`src/rtl/id_ex_stage_reg.sv`:
```
// ID/EX pipeline stage register with valid/ready flow control.
//
// Carries decoded control and operand data from decode to execute. Supports
// synchronous flush, automatic bubble (NOP) insertion when empty, and an
// optional skid buffer that makes in_ready a pure flop output.
//
// Ports:
//   clk, rst_n           clock, asynchronous active-low reset
//   flush                synchronous kill of held and incoming entries
//   in_valid / in_ready  decode-side handshake
//   *_in                 decoded payload from decode
//   out_valid / out_ready execute-side handshake
//   load .. instruction_out  registered payload (bubble when out_valid=0)
module id_ex_stage_reg #(
  parameter int unsigned     XLEN      = 32,
  parameter int unsigned     ALU_W     = 4,
  parameter int unsigned     WB_W      = 2,
  parameter int unsigned     SKID      = 1,
  parameter logic [XLEN-1:0] NOP_INSTR = XLEN'(32'h0000_0013)
) (
  input  logic             clk,
  input  logic             rst_n,
  input  logic             flush,
  input  logic             in_valid,
  output logic             in_ready,
  input  logic             load_in,
  input  logic             store_in,
  input  logic             next_sel_in,
  input  logic             branch_result_in,
  input  logic [ALU_W-1:0] alu_control_in,
  input  logic [WB_W-1:0]  mem_to_reg_in,
  input  logic [XLEN-1:0]  opa_mux_in,
  input  logic [XLEN-1:0]  opb_mux_in,
  input  logic [XLEN-1:0]  opb_data_in,
  input  logic [XLEN-1:0]  pre_address_in,
  input  logic [XLEN-1:0]  instruction_in,
  output logic             out_valid,
  input  logic             out_ready,
  output logic             load,
  output logic             store,
  output logic             next_sel,
  output logic             branch_result,
  output logic [ALU_W-1:0] alu_control,
  output logic [WB_W-1:0]  mem_to_reg,
  output logic [XLEN-1:0]  opa_mux_out,
  output logic [XLEN-1:0]  opb_mux_out,
  output logic [XLEN-1:0]  opb_data_out,
  output logic [XLEN-1:0]  pre_address_out,
  output logic [XLEN-1:0]  instruction_out
);

  localparam int unsigned PW = 4 + ALU_W + WB_W + 5 * XLEN;
  typedef logic [PW-1:0] payload_t;

  localparam payload_t Bubble = {4'b0000, {ALU_W{1'b0}}, {WB_W{1'b0}}, {(4 * XLEN){1'b0}},
                                 NOP_INSTR};

  payload_t in_pl;
  payload_t main_q, main_d;
  logic     accept, xfer;

  assign in_pl = {load_in, store_in, next_sel_in, branch_result_in, alu_control_in,
                  mem_to_reg_in, opa_mux_in, opb_mux_in, opb_data_in, pre_address_in,
                  instruction_in};

  assign {load, store, next_sel, branch_result, alu_control, mem_to_reg, opa_mux_out,
          opb_mux_out, opb_data_out, pre_address_out, instruction_out} = main_q;

  assign accept = in_valid && in_ready && !flush;
  assign xfer   = out_valid && out_ready;

  if (SKID == 0) begin : g_single
    logic valid_q, valid_d;

    // Combinational ready: a full register frees up when execute takes it.
    assign in_ready  = !valid_q || out_ready;
    assign out_valid = valid_q;

    always_comb begin
      main_d  = main_q;
      valid_d = valid_q;
      if (flush) begin
        main_d  = Bubble;
        valid_d = 1'b0;
      end else if (accept) begin
        main_d  = in_pl;
        valid_d = 1'b1;
      end else if (xfer) begin
        main_d  = Bubble;
        valid_d = 1'b0;
      end
    end

    always_ff @(posedge clk or negedge rst_n) begin
      if (!rst_n) begin
        main_q  <= Bubble;
        valid_q <= 1'b0;
      end else begin
        main_q  <= main_d;
        valid_q <= valid_d;
      end
    end
  end else begin : g_skid
    typedef enum logic [1:0] {StEmpty, StOne, StTwo} state_e;

    state_e   state_q, state_d;
    payload_t skid_q, skid_d;
    logic     in_ready_q;

    // Ready is registered from the next state so no in/out combinational path.
    assign in_ready  = in_ready_q;
    assign out_valid = (state_q != StEmpty);

    always_comb begin
      state_d = state_q;
      main_d  = main_q;
      skid_d  = skid_q;
      if (flush) begin
        state_d = StEmpty;
        main_d  = Bubble;
        skid_d  = Bubble;
      end else begin
        case (state_q)
          StEmpty: begin
            if (accept) begin
              main_d  = in_pl;
              state_d = StOne;
            end
          end
          StOne: begin
            if (accept && xfer) begin
              main_d = in_pl;
            end else if (accept) begin
              skid_d  = in_pl;
              state_d = StTwo;
            end else if (xfer) begin
              main_d  = Bubble;
              state_d = StEmpty;
            end
          end
          StTwo: begin
            if (xfer) begin
              main_d  = skid_q;
              skid_d  = Bubble;
              state_d = StOne;
            end
          end
          default: begin
            state_d = StEmpty;
            main_d  = Bubble;
            skid_d  = Bubble;
          end
        endcase
      end
    end

    always_ff @(posedge clk or negedge rst_n) begin
      if (!rst_n) begin
        state_q    <= StEmpty;
        main_q     <= Bubble;
        skid_q     <= Bubble;
        in_ready_q <= 1'b1;
      end else begin
        state_q    <= state_d;
        main_q     <= main_d;
        skid_q     <= skid_d;
        in_ready_q <= (state_d != StTwo);
      end
    end
  end

endmodule

```
`config.mk`:
```
export PLATFORM = sky130hd
export DESIGN_NAME = id_ex_stage_reg
export DESIGN_NICKNAME = d
export VERILOG_FILES = /design/src/rtl/id_ex_stage_reg.sv
export SDC_FILE = /design/constraint.sdc
export NUM_CORES = 1
export LEC_CHECK = 0
export ABC_CLOCK_PERIOD_IN_PS = 1800
export CORE_AREA = 2 2 224 226
export CTS_CLUSTER_DIAMETER = 40
export DETAILED_ROUTE_END_ITERATION = 7
export DIE_AREA = 0 0 226 228
export GPL_TIMING_DRIVEN = 0
export PLACE_DENSITY = 0.64
export SETUP_SLACK_MARGIN = 0.3
export SYNTH_ARGS = -nofsm -noshare
export SYNTH_HDL_FRONTEND = slang
export SYNTH_SLANG_ARGS = --single-unit
```
`constraint.sdc`:
```
create_clock -name clk -period 1.8 [get_ports clk]
set_input_delay 0.36 -clock clk [delete_from_list [all_inputs] [get_ports clk]]
set_output_delay 0.36 -clock clk [all_outputs]
set_load 0.01 [all_outputs]
```
# Word level (Yosys, flattened, before mapping)
# Index checks and enable logic that the tools add are counted.
[totals]
inputBits = 175
register_bits = 343
out_inout_bits = 172
elab_cells = 40
[classes]
n_mux = 17
n_reduce_logical = 9
eq_ne = 10
[ops]
columns = ["op", "n"]
rows = [
  ["170-bit 2-to-1 mux", 8],
  ["170-bit case mux with 3 select lines", 2],
  ["2-bit 2-to-1 mux", 6],
  ["3-bit != test, second input constant", 4],
  ["4-bit != test, second input constant", 2],
  ["4-bit AND reduction", 2],
  ["2-bit case mux with 3 select lines", 1],
  ["1-bit logical AND", 4],
  ["2-bit != test, second input constant", 2],
  ["2-bit by 1-bit equality test with 1-bit output, second input constant", 1],
  ["2-bit equality test, second input constant", 1],
  ["2-bit zero test", 1],
  ["2-bit nonzero test", 1],
  ["1-bit zero test", 1],
]

# Depth between registers and ports, before layout
# Gate-level depths: netlist of run 1.
[depth]
ltp_word = 8
depth_mapped = 9
mapped_depth_nobuf = 4

# Worst setup path after synthesis of run 1
# No wires, ideal clock.
[synth_timing]
path_kind = "reg-to-reg"
start = "reg g_skid.in_ready_q (netlist: in_ready)"
end = "reg main_q[10]"
stages_incl_launch_ff = 8
path_buffers = 3
period_less_slack_ps = 1849
arrival_ps = 1728
required_time_ps = 1679
path_slack_ps = -49
setup_ps = 121
path_cell_list = "dfstp_2 -> a21oi_1 -> or3_1 -> and2_1 -> buf_2 -> buf_6 -> buf_6 -> a22o_1"
[synth_via]
elab_chain_len = 6
elab_cells_between_ends = 10
classes_between = "3 x eq/ne; 3 x mux; 4 x reduce/logical"
[synth_lines]
columns = ["element", "line_no", "rtl"]
rows = [
  ["start, declared", "108", "logic in_ready_q;"],
  ["start signal, assigned", "167", "in_ready_q <= (state_d != StTwo);"],
  ["1-bit logical AND * (2 in series)", "69", "assign accept = in_valid && in_ready && !flush;"],
  ["1-bit logical AND", "131", "if (accept && xfer) begin"],
  ["170-bit 2-to-1 mux", "131", ""],
  ["170-bit case mux with 3 select lines", "123", "case (state_q)"],
  ["170-bit 2-to-1 mux", "118", "if (flush) begin"],
  ["end signal, assigned", "160", "main_q <= Bubble;"],
  ["end signal, assigned", "165", "main_q <= main_d;"],
  ["end, declared", "59", "payload_t main_q, main_d;"],
]
# Mark *: on every way between the ends. The rest lies on a longest branch, timed or not.
# A chain may end at the register's enable or synchronous reset.

# Worst setup path after layout of run 1
[layout_timing]
start = "reg g_skid.state_q[0]"
end = "out out_valid"
[layout_via]
elab_chain_len = 1
[layout_lines]
columns = ["element", "line_no", "rtl"]
rows = [
  ["start, declared", "106", "state_e state_q, state_d;"],
  ["start signal, assigned", "159", "state_q <= StEmpty;"],
  ["start signal, assigned", "164", "state_q <= state_d;"],
  ["2-bit nonzero test", "112", "assign out_valid = (state_q != StEmpty);"],
  ["end, declared", "37", "output logic out_valid,"],
]
# Every way passes these cells.

==> results.ini, run 1 <==
[run]
drv_cap = 0

[final_layout]
layout.cells.most_common = clkdlybuf4s50_1
final_cell_mix = clkdlybuf4s50_1 (339), dfrtp_1 (336), nand2b_1 (168), mux2i_1 (167), a22o_1 (167)
area_delta_synth_final_pct = 53.0
layout.nets = 2201
layout.cell_area.non_filler_mm2 = 0.0260
final_core_util_pct = 52.7
drive_above_1_share_pct = 21.0

[drt]
avgRoutedWirePerCell_um = 21.7
antenna_violating_nets_post_route = 0
routed-via-count = 14719
drt_first_pass_iters = 5
finalWirelength_um = 59800
initialDrtViolationCount = 970
viasPerCell = 5.34
drc = 0

[place]
port_buffers = 346
gp_congestion = 0.824
placedInstanceArea_mm2 = 0.0223
place_hpwl_um = 39400

[setup_path]
critical_path.n_buffers_inverters = 4
timing.critical_path.from_type = flip-flop
cpPeakStageDelay_ns = 0.39
timing.critical_path.fanout_max = 4
cpMostUsedCell = buf_6
timing_worst_setup_path_type = flip-flop to output pin
worst_ep_required_time_ns = 1.44
setup.worst_path.end_class = output pin
critical_path_arrival_ns = 1.73
critical_path_slowest_stage_cell = dfrtp_1
path_delay_family = buffers and inverters
regToRegSetupSlack_ns = -0.22
cp_cell_sequence = buf_6 -> clkbuf_16 -> buf_8 -> or2_4 -> buf_6

[timing]
hold_violations = 0
worst_slack_ns = -0.287
setup_repair_after_global_routing_missed_its_margin = yes
report.final.setup_viol = 338
rel_slew_slack_pct = 52.0
min_period_ns = 2.09
timing_worst_slew_pin_value_ns = 0.720
fmax_ghz = 0.479
min_period_over_period_pct = 116
finalClockSkew_ns = 0.0201
final-max-slew-violation-count = 0

[yosys]
count_of_distinct_cell_types_in_the_synthesized_netlist = 33
synth_warnings = 0
synth_seq_area_share_pct = 50.6
postSynthNetCount = 1732
netlist_instances = 1557
syn-mean-instance-area_um2 = 10.9
yosys_register_bits = 343
netlist_area_mm2 = 0.0170

[clock_network]
clock_path_buffers = 3
cts-buffers-inserted = 68
tritoncts_num_sinks = 343
worst_setup_hold_path_clk_slew_ns = 0.05
cts_tree = done
cts.root.buffer_cell = clkbuf_16
maximum_level_of_the_cts_h_tree = 3
clkLatencyLatePin_ns = 0.60

[power_and_ir_drop]
share_seq_of_total_power_pct = 32.6
netSwitchingFraction_pct = 26.7
ir_worst_vdd_uv = 733
power_report.internal_total_mw = 18.9
cellLeakagePower_nw = 10.3
power_per_cell_area_mw_per_mm2 = 989
part_of_the_power_in_the_clock_network_pct = 51.3
net-switching-power_mw = 6.86
combinational_share_of_power_pct = 16.1

[floorplan]
die_area_mm2 = 0.0515
die_width_um = 226
num_io_pins = 347
initial_core_util_pct = 34.4
coreArea_mm2 = 0.0493
die_y_um = 228
placementRows = 82

[global_routing]
number_of_global_route_vias_before_repair = 15078
antenna_found_initial = 12
grt_remaining_overflow = 0
first_pass_grt_wire_length_um = 88700
groute.usage.overall_pct = 22.2
grt_start_max_net_pins = 116

[status]
failed_checks = negative setup slack
status = finished with violations

[worst_hold_path]
hold_path.class = primary input to flip-flop

## Yosys cell counts
| cell type | count | share of area (%) |
|---|---|---|
| dfrtp_1 | 336 | 49 |
| nand2b_1 | 168 | 6.2 |
| a22o_1 | 167 | 8.6 |
| mux2i_1 | 167 | 9.8 |
| nand3_1 | 167 | 4.9 |
| o21ai_0 | 167 | 4.9 |
| o2bb2ai_1 | 167 | 8.6 |
| clkbuf_1 | 87 | 1.9 |
| buf_2 | 33 | 0.97 |
| buf_1 | 21 | 0.46 |
| buf_4 | 18 | 0.80 |
| buf_6 | 11 | 0.73 |
| dfstp_2 | 7 | 1.1 |
| inv_1 | 7 | 0.15 |
| a21oi_1 | 3 | 0.088 |
| a22oi_1 | 3 | 0.13 |
| a2bb2oi_1 | 3 | 0.15 |
| a31oi_1 | 3 | 0.11 |
| nor3_1 | 3 | 0.088 |
| nand2_1 | 2 | 0.044 |
| nor2b_1 | 2 | 0.074 |
| o21a_1 | 2 | 0.088 |
| or2_2 | 2 | 0.074 |
| or3_1 | 2 | 0.074 |
| a211o_1 | 1 | 0.052 |
| a21oi_2 | 1 | 0.052 |
| and2_1 | 1 | 0.037 |
| and3b_1 | 1 | 0.052 |
| and4_1 | 1 | 0.052 |
| nand4b_1 | 1 | 0.052 |
| nor2_1 | 1 | 0.022 |
| nor3b_1 | 1 | 0.044 |
| xor2_1 | 1 | 0.052 |
## worst reg2reg max path: stages, from the launching register on
cell	delay, ns
dfrtp_1	0.39
buf_4	0.15
nor3b_2	0.14
buf_4	0.15
and4_1	0.21
buf_8	0.16
buf_12	0.16
buf_4	0.18
o2bb2ai_1	0.14
a22o_1	0.22
## final cells by class
class / count / area, µm²
Sequential cell: 343 / 8590
Timing Repair Buffer: 399 / 4360
Buffer: 170 / 1600
Antenna cell: 6 / 15.0
Multi-Input combinational cell: 1037 / 8180
Clock inverter: 42 / 561
Clock buffer: 79 / 1820
Inverter: 7 / 26.3
Fill cell: 4303 / 23300
Tap cell: 672 / 841
## logic make-up after synthesis
logic type / after synthesis / share of synthesized area (%)
buffers and inverters: 177 / 5.04
AOI/OAI and AO/OA: 517 / 22.8
xor gates and xnor gates: 1 / 0.0515
and+or+nand+nor: 352 / 11.7
muxes: 167 / 9.84
DFF: 343 / 50.6
## registers in the layout, summed over array words and instances, names as in the netlist
register        count
g_skid.skid_q     170
g_skid.state_q      2
main_q            170
in_ready            1
## path summary, 6_finish.rpt
path / startpoint / to / cells past startpoint
max in group asynchronous: rst_n / g_skid.skid_q[88] / 5
min reg2reg: main_q[42] / main_q[42] / 1
max reg2reg: g_skid.state_q[0] / main_q[19] / 9
max: g_skid.state_q[0] / out_valid / 5
min: instruction_in[0] / g_skid.skid_q[0] / 3
min in group asynchronous: rst_n / main_q[143] / 3
## routing by layer
metal / GRT usage [%] / wire length [µm] / share of wire, % / up-vias
met4: 8.77 / 1370 / 2.3 / 10
met2: 35.6 / 28600 / 48 / 405
li1: - / - / - / 6801
met5: 0 / 68 / 0.11 / -
met1: 28.9 / 26300 / 44 / 7419
met3: 5.36 / 3430 / 5.7 / 84
## power groups by stage
stage                     Combinational, mW  Clock [mW]  Sequential [mW]
after detailed placement               3.70           0             8.51
after CTS                              3.85        13.4             8.39
after floorplan                        1.58           0             8.61
after global routing                   4.43        13.8             8.44
after global placement                 3.65           0             8.52
final                                  4.13        13.2             8.40
## per-stage QoR
step / worst slack, ns / power [mW] / TNS, ns / hold slack, ns / std cells
floorplan: -0.0275 / 10.2 / -2.75 / 0.0644 / 1557
global placement: -14.96 / 12.2 / -5366.27 / 0.484 / 2575
detailed placement: -1.18 / 12.2 / -294.66 / 0.239 / 2578
CTS: -0.299 / 25.7 / -65.87 / 0.288 / 2721
global route: -0.331 / 26.7 / -71.64 / 0.325 / 2754
finish: -0.287 / 25.7 / -35.29 / 0.323 / 2755
## timing repair
action,in CTS,in global routing
pin swaps,18,19
gates cloned,4,15
setup buffers,16,13
setup endpoints to repair,515,626
hold endpoints to repair,30,0
resized for setup,100,129
hold buffers,2,0
No activity file was read; power rests on OpenSTA's default activity.
==> run 2, diff against run 1 <==
Settings changed: RECOVER_POWER set to 100.
==> run 2 against run 1 <==
Compared with the run above:
- the run still ends with negative setup slack left
- core utilization decreased by 0.21 points
- clock-buffer cell count unchanged
- setup slack improved by 0.0012 ns
- largest cell class unchanged
- highest routed layer unchanged
==> results.ini, run 2 (synthesis results as in run 1) <==
[setup_path]
timing_worst_setup_path_type = flip-flop to output pin
worst_ep_required_time_ns = 1.44
timing.reg2reg.worst_path_depth = 7
cpPeakStageDelay_ns = 0.39
timing.critical_path.from_type = flip-flop
regToRegSetupSlack_ns = -0.21
critical_path_slowest_stage_cell = dfrtp_1
cp_cell_sequence = buf_6 -> clkbuf_16 -> buf_8 -> or2_4 -> buf_6
cpMostUsedCell = buf_6
setup.worst_path.end_class = output pin
worst_r2r_endpoint = main_q[79]
timing.critical_path.fanout_max = 4
reg2reg_from = g_skid.state_q[1]
critical_path_arrival_ns = 1.73

[clock_network]
worst_setup_hold_path_clk_slew_ns = 0.05
cts.root.buffer_cell = clkbuf_16
clock_path_buffers = 3
clkLatencyLatePin_ns = 0.60
maximum_level_of_the_cts_h_tree = 3
cts-buffers-inserted = 68
tritoncts_num_sinks = 343
cts_tree = done

[place]
placedCellCount = 2578
place_ws_ns = -1.18
place_hpwl_um = 39400
port_buffers = 346
gp_congestion = 0.824

[final_layout]
multi_input_area_mm2 = 0.00816
seqCellArea_mm2 = 0.00859
drive_above_1_share_pct = 20.7
filler_cell_count = 4316
registers_with_the_highest_flip_flop_counts = g_skid.skid_q (170), main_q (170), g_skid.state_q (2)
layout.cells.most_common = clkdlybuf4s50_1
final_cell_mix = clkdlybuf4s50_1 (338), dfrtp_1 (336), nand2b_1 (168), mux2i_1 (167), a22o_1 (167)
layout.nets = 2201
finish.cell_count_without_fillers = 2755
area_delta_synth_final_pct = 52.4

[drt]
drc = 0
met1Wirelength_um = 26400
drt_first_pass_iters = 5
met2_wirelength_um = 28500
finalWirelength_um = 59700
avgRoutedWirePerCell_um = 21.7
antenna_violating_nets_post_route = 0
wl_met3_um = 3290
routed-via-count = 14719
initialDrtViolationCount = 928
routed.top_layer = met5
viasPerCell = 5.34

[timing]
hold_violations = 0
worst_slack_ns = -0.286
finalClockSkew_ns = 0.0204
final-max-slew-violation-count = 0
whs_ns = 0.320
min_period_ns = 2.09
fmax_ghz = 0.479
rel_slew_slack_pct = 24.6
report.final.setup_viol = 385
timing_worst_slew_pin_value_ns = 1.13
setup_repair_after_global_routing_missed_its_margin = yes
min_period_over_period_pct = 116

[floorplan]
initial_core_util_pct = 34.4
placementRows = 82
die_width_um = 226
die_area_mm2 = 0.0515
num_io_pins = 347
coreArea_mm2 = 0.0493
die_y_um = 228

[worst_hold_path]
hold_end = g_skid.skid_q[0]
hold_path.startpoint = instruction_in[0]
hold_path.class = primary input to flip-flop
timing.hold.worst_path_depth = 3

[global_routing]
number_of_global_route_vias_before_repair = 15078
first_pass_grt_wire_length_um = 88700
grt_remaining_overflow = 0
antenna_found_initial = 13
groute.usage.overall_pct = 22.2
grt_start_max_net_pins = 116

[power_and_ir_drop]
power_per_cell_area_mw_per_mm2 = 992
total_power_mw = 25.7
cellLeakagePower_nw = 10.3
ir_worst_vdd_uv = 733

[run]
drv_cap = 0

[status]
status = finished with violations
failed_checks = negative setup slack

## run 2: cell types whose count changed in the layout (fill, tap and decap cells not counted), moves of 2 or more
cell      previous run  this run
buf_12              22        19
buf_6               31        33
buf_8               22        19
clkbuf_1            38        41
clkbuf_2            24        26
dfstp_1              0         2
dfstp_2              7         5
## run 2: critical path, delay by kind of cell, from the launching register on
family | cells | cell delay (ns)
buf+inv | 4 | 0.51
simple gates | 1 | 0.24
flops | 1 | 0.39
## run 2: area by class of cell
type                       instances  share of cell area, %
antenna                            6                 0.0580
buffer                           170                   6.08
timing repair buffer             399                   16.6
tap                              672                   3.25
clock buffer                      79                   7.04
multi-input combinational       1037                   31.5
clock inverter                    42                   2.16
sequential                       343                   33.2
inverter                           7                  0.101
## run 2: where the power goes
group	total [mW]	internal (mW)	leakage, nW	switching, mW
combinational	4.10	2.05	4.46	2.05
clock	13.2	8.65	1.16	4.56
sequential	8.39	8.14	4.67	0.258
## run 2: worst max-delay path by stage
stage | slack, ns | cells after the start | from | endpoint
after floorplan | -0.03 | 7 | in_ready | main_q[10]
after global placement | -14.96 | 1 | rst_n | g_skid.skid_q[96]
after detailed placement | -1.18 | 7 | out_ready | main_q[167]
after CTS | -0.30 | 5 | g_skid.state_q[1] | out_valid
after global routing | -0.33 | 5 | g_skid.state_q[0] | out_valid
final | -0.29 | 5 | g_skid.state_q[0] | out_valid
## run 2: routing by layer
layer | vias up | GRT usage [%]
met1 | 7431 | 28.9
met2 | 392 | 35.6
li1 | 6800 | -
met5 | - | 0
met3 | 86 | 5.36
met4 | 10 | 8.77
## run 2: repair_timing
action | 4_1_cts | 5_1_grt
endpoints found under the hold margin | 30 | 0
hold buffers | 2 | 0
gates resized for setup | 100 | 129
gates cloned | 4 | 15
buffers inserted | 16 | 13
endpoints found under the setup margin | 515 | 626
pin swaps | 18 | 19
## run 2: metrics by stage
stage | util [%] | cell area (µm²) | TNS, ns
finish | 52.5 | 25900 | -33.87
global route | 52.5 | 25900 | -78.56
CTS | 51.0 | 25200 | -65.87
detailed placement | 45.1 | 22300 | -294.66
global placement | 44.9 | 22200 | -5366.27
floorplan | - | 17900 | -2.75
==> run 3, diff against run 2 <==
Settings changed: CORE_AREA 2 2 224 226 to 2 2 214 237, CTS_BUF_LIST set to sky130_fd_sc_hd__clkbuf_4 sky130_fd_sc_hd__clkbuf_8, DIE_AREA 0 0 226 228 to 0 0 216 239.
==> run 3 against run 2 <==
Compared with the run above:
- the run still ends with negative setup slack left
- clock-buffer cell count increased by 21
- via count up 3.6%
- power fell by 13%
- maximum frequency down 2.0%
- clock skew grew 0.020 ns
- worst hold slack lost 0.047 ns
- final area grew 2.3%
- critical path type is now flip-flop to flip-flop
- largest cell class unchanged
==> results.ini, run 3 (synthesis results as in run 1) <==
[floorplan]
die_y_um = 239
initial_core_util_pct = 34.3
die_width_um = 216
placementRows = 86
die_area_mm2 = 0.0516
coreArea_mm2 = 0.0495
num_io_pins = 347

[clock_network]
clkLatencyLatePin_ns = 0.66
cts-buffers-inserted = 68
cts_tree = done
worst_setup_hold_path_clk_slew_ns = 0.06
tritoncts_num_sinks = 343
clock_path_buffers = 3
cts.root.buffer_cell = clkbuf_8
maximum_level_of_the_cts_h_tree = 3

[drt]
routed-via-count = 15248
antenna_violating_nets_post_route = 0
finalWirelength_um = 62500
avgRoutedWirePerCell_um = 21.6
drt_first_pass_iters = 5
viasPerCell = 5.28
drc = 0
initialDrtViolationCount = 827

[setup_path]
timing.critical_path.fanout_max = 6
reg2reg_from = g_skid.state_q[0]
regToRegSetupSlack_ns = -0.33
critical_path_arrival_ns = 2.68
timing.reg2reg.worst_path_depth = 8
worst_r2r_endpoint = main_q[87]
setup.worst_path.start = g_skid.state_q[0]
timing_worst_setup_path_type = flip-flop to flip-flop
worst_ep_required_time_ns = 2.35
setup.worst_path.end_class = flip-flop
timing.critical_path.from_type = flip-flop

[timing]
fmax_ghz = 0.470
timing_worst_slew_pin_value_ns = 1.23
rel_slew_slack_pct = 18.3
finalClockSkew_ns = 0.0408
worst_slack_ns = -0.330
setup_repair_after_global_routing_missed_its_margin = yes
hold_violations = 0
whs_ns = 0.273
min_period_over_period_pct = 118
report.final.setup_viol = 283
fin_tns_setup_ns = -51.04
final-max-slew-violation-count = 0
min_period_ns = 2.13

[run]
drv_cap = 0

[global_routing]
grtUsageMet1_pct = 29.5
grt_remaining_overflow = 0
grt_start_max_net_pins = 118
gr_util_met2_pct = 38.5
number_of_global_route_vias_before_repair = 15404
globalRouteMet3Util_pct = 4.22
first_pass_grt_wire_length_um = 91800
gr-max-usage-layer = met2
groute.usage.overall_pct = 23.0
antenna_found_initial = 6

[worst_hold_path]
hold_path.startpoint = instruction_in[4]
hold_end = g_skid.skid_q[4]
hold_path.class = primary input to flip-flop
timing.hold.worst_path_depth = 3

[place]
gp_congestion = 0.794
place_hpwl_um = 39600
placedCellCount = 2566
port_buffers = 346
placedInstanceArea_mm2 = 0.0222
place_ws_ns = -1.23

[power_and_ir_drop]
power_per_cell_area_mw_per_mm2 = 843
total_power_mw = 22.3
cellLeakagePower_nw = 10.8
ir_worst_vdd_uv = 637

[final_layout]
layout.nets = 2350
drive_above_1_share_pct = 30.2
layout.cells.most_common = dfrtp_1
finish.cell_count_without_fillers = 2890
registers_with_the_highest_flip_flop_counts = g_skid.skid_q (170), main_q (170), g_skid.state_q (2)
final_core_util_pct = 53.5
final_cell_mix = dfrtp_1 (336), clkbuf_1 (190), clkdlybuf4s50_1 (173), nand2b_1 (168)
filler_cell_count = 4482
layout.cell_area.non_filler_mm2 = 0.0265
area_delta_synth_final_pct = 55.9

[status]
status = finished with violations
failed_checks = negative setup slack

[run 3: worst max-delay path by stage]
| stage | to | cells after the start |
|---|---|---|
| final | main_q[87] | 8 |
| after global routing | main_q[24] | 9 |
| after CTS | out_valid | 5 |
| after detailed placement | main_q[19] | 7 |
| after global placement | g_skid.skid_q[123] | 1 |
| after floorplan | main_q[10] | 7 |
[run 3: per-layer routing]
layer  share of wire [%]  wire length [µm]  vias up
met4                 2.8              1780        4
met3                 4.7              2920      106
li1                    -                 -     7081
met1                  43             26600     7684
met2                  50             31200      373
met5               0.037                23        -
[run 3: final cells by class]
type	count	area [µm²]	area share (%)
well taps	660	826	3.12
inverters	7	26.3	0.0992
clock inverters	22	325	1.23
plain buffers	169	1860	7.03
multi-input cells	1037	8520	32.2
clock buffers	100	1260	4.77
flip-flops and latches	343	8590	32.4
diodes	3	7.51	0.0283
repair buffers	549	5070	19.1
[run 3: power breakdown]
part	switching, mW	leakage (nW)	internal [mW]	total [mW]
sequential	0.247	4.67	8.12	8.37
combinational	2.32	5.30	2.36	4.68
clock	3.71	0.821	5.56	9.27
total	6.28	10.8	16.0	22.3
[run 3: timing repair]
| item | CTS | global route |
|---|---|---|
| gates cloned | 35 | 11 |
| gates resized for setup | 318 | 556 |
| buffers inserted | 43 | 110 |
| endpoints found under the hold margin | 109 | 0 |
| hold buffers | 1 | 0 |
| setup endpoints to repair | 515 | 640 |
| pin swaps | 23 | 5 |
[run 3: worst max-delay path, stage by stage (launching register included)]
cell and delay [ns]:
dfrtp_1 0.38, buf_4 0.15, nor2b_4 0.13, or3_4 0.40
and2_4 0.16, buf_12 0.15, buf_16 0.16, bufbuf_16 0.27
a22o_1 0.22
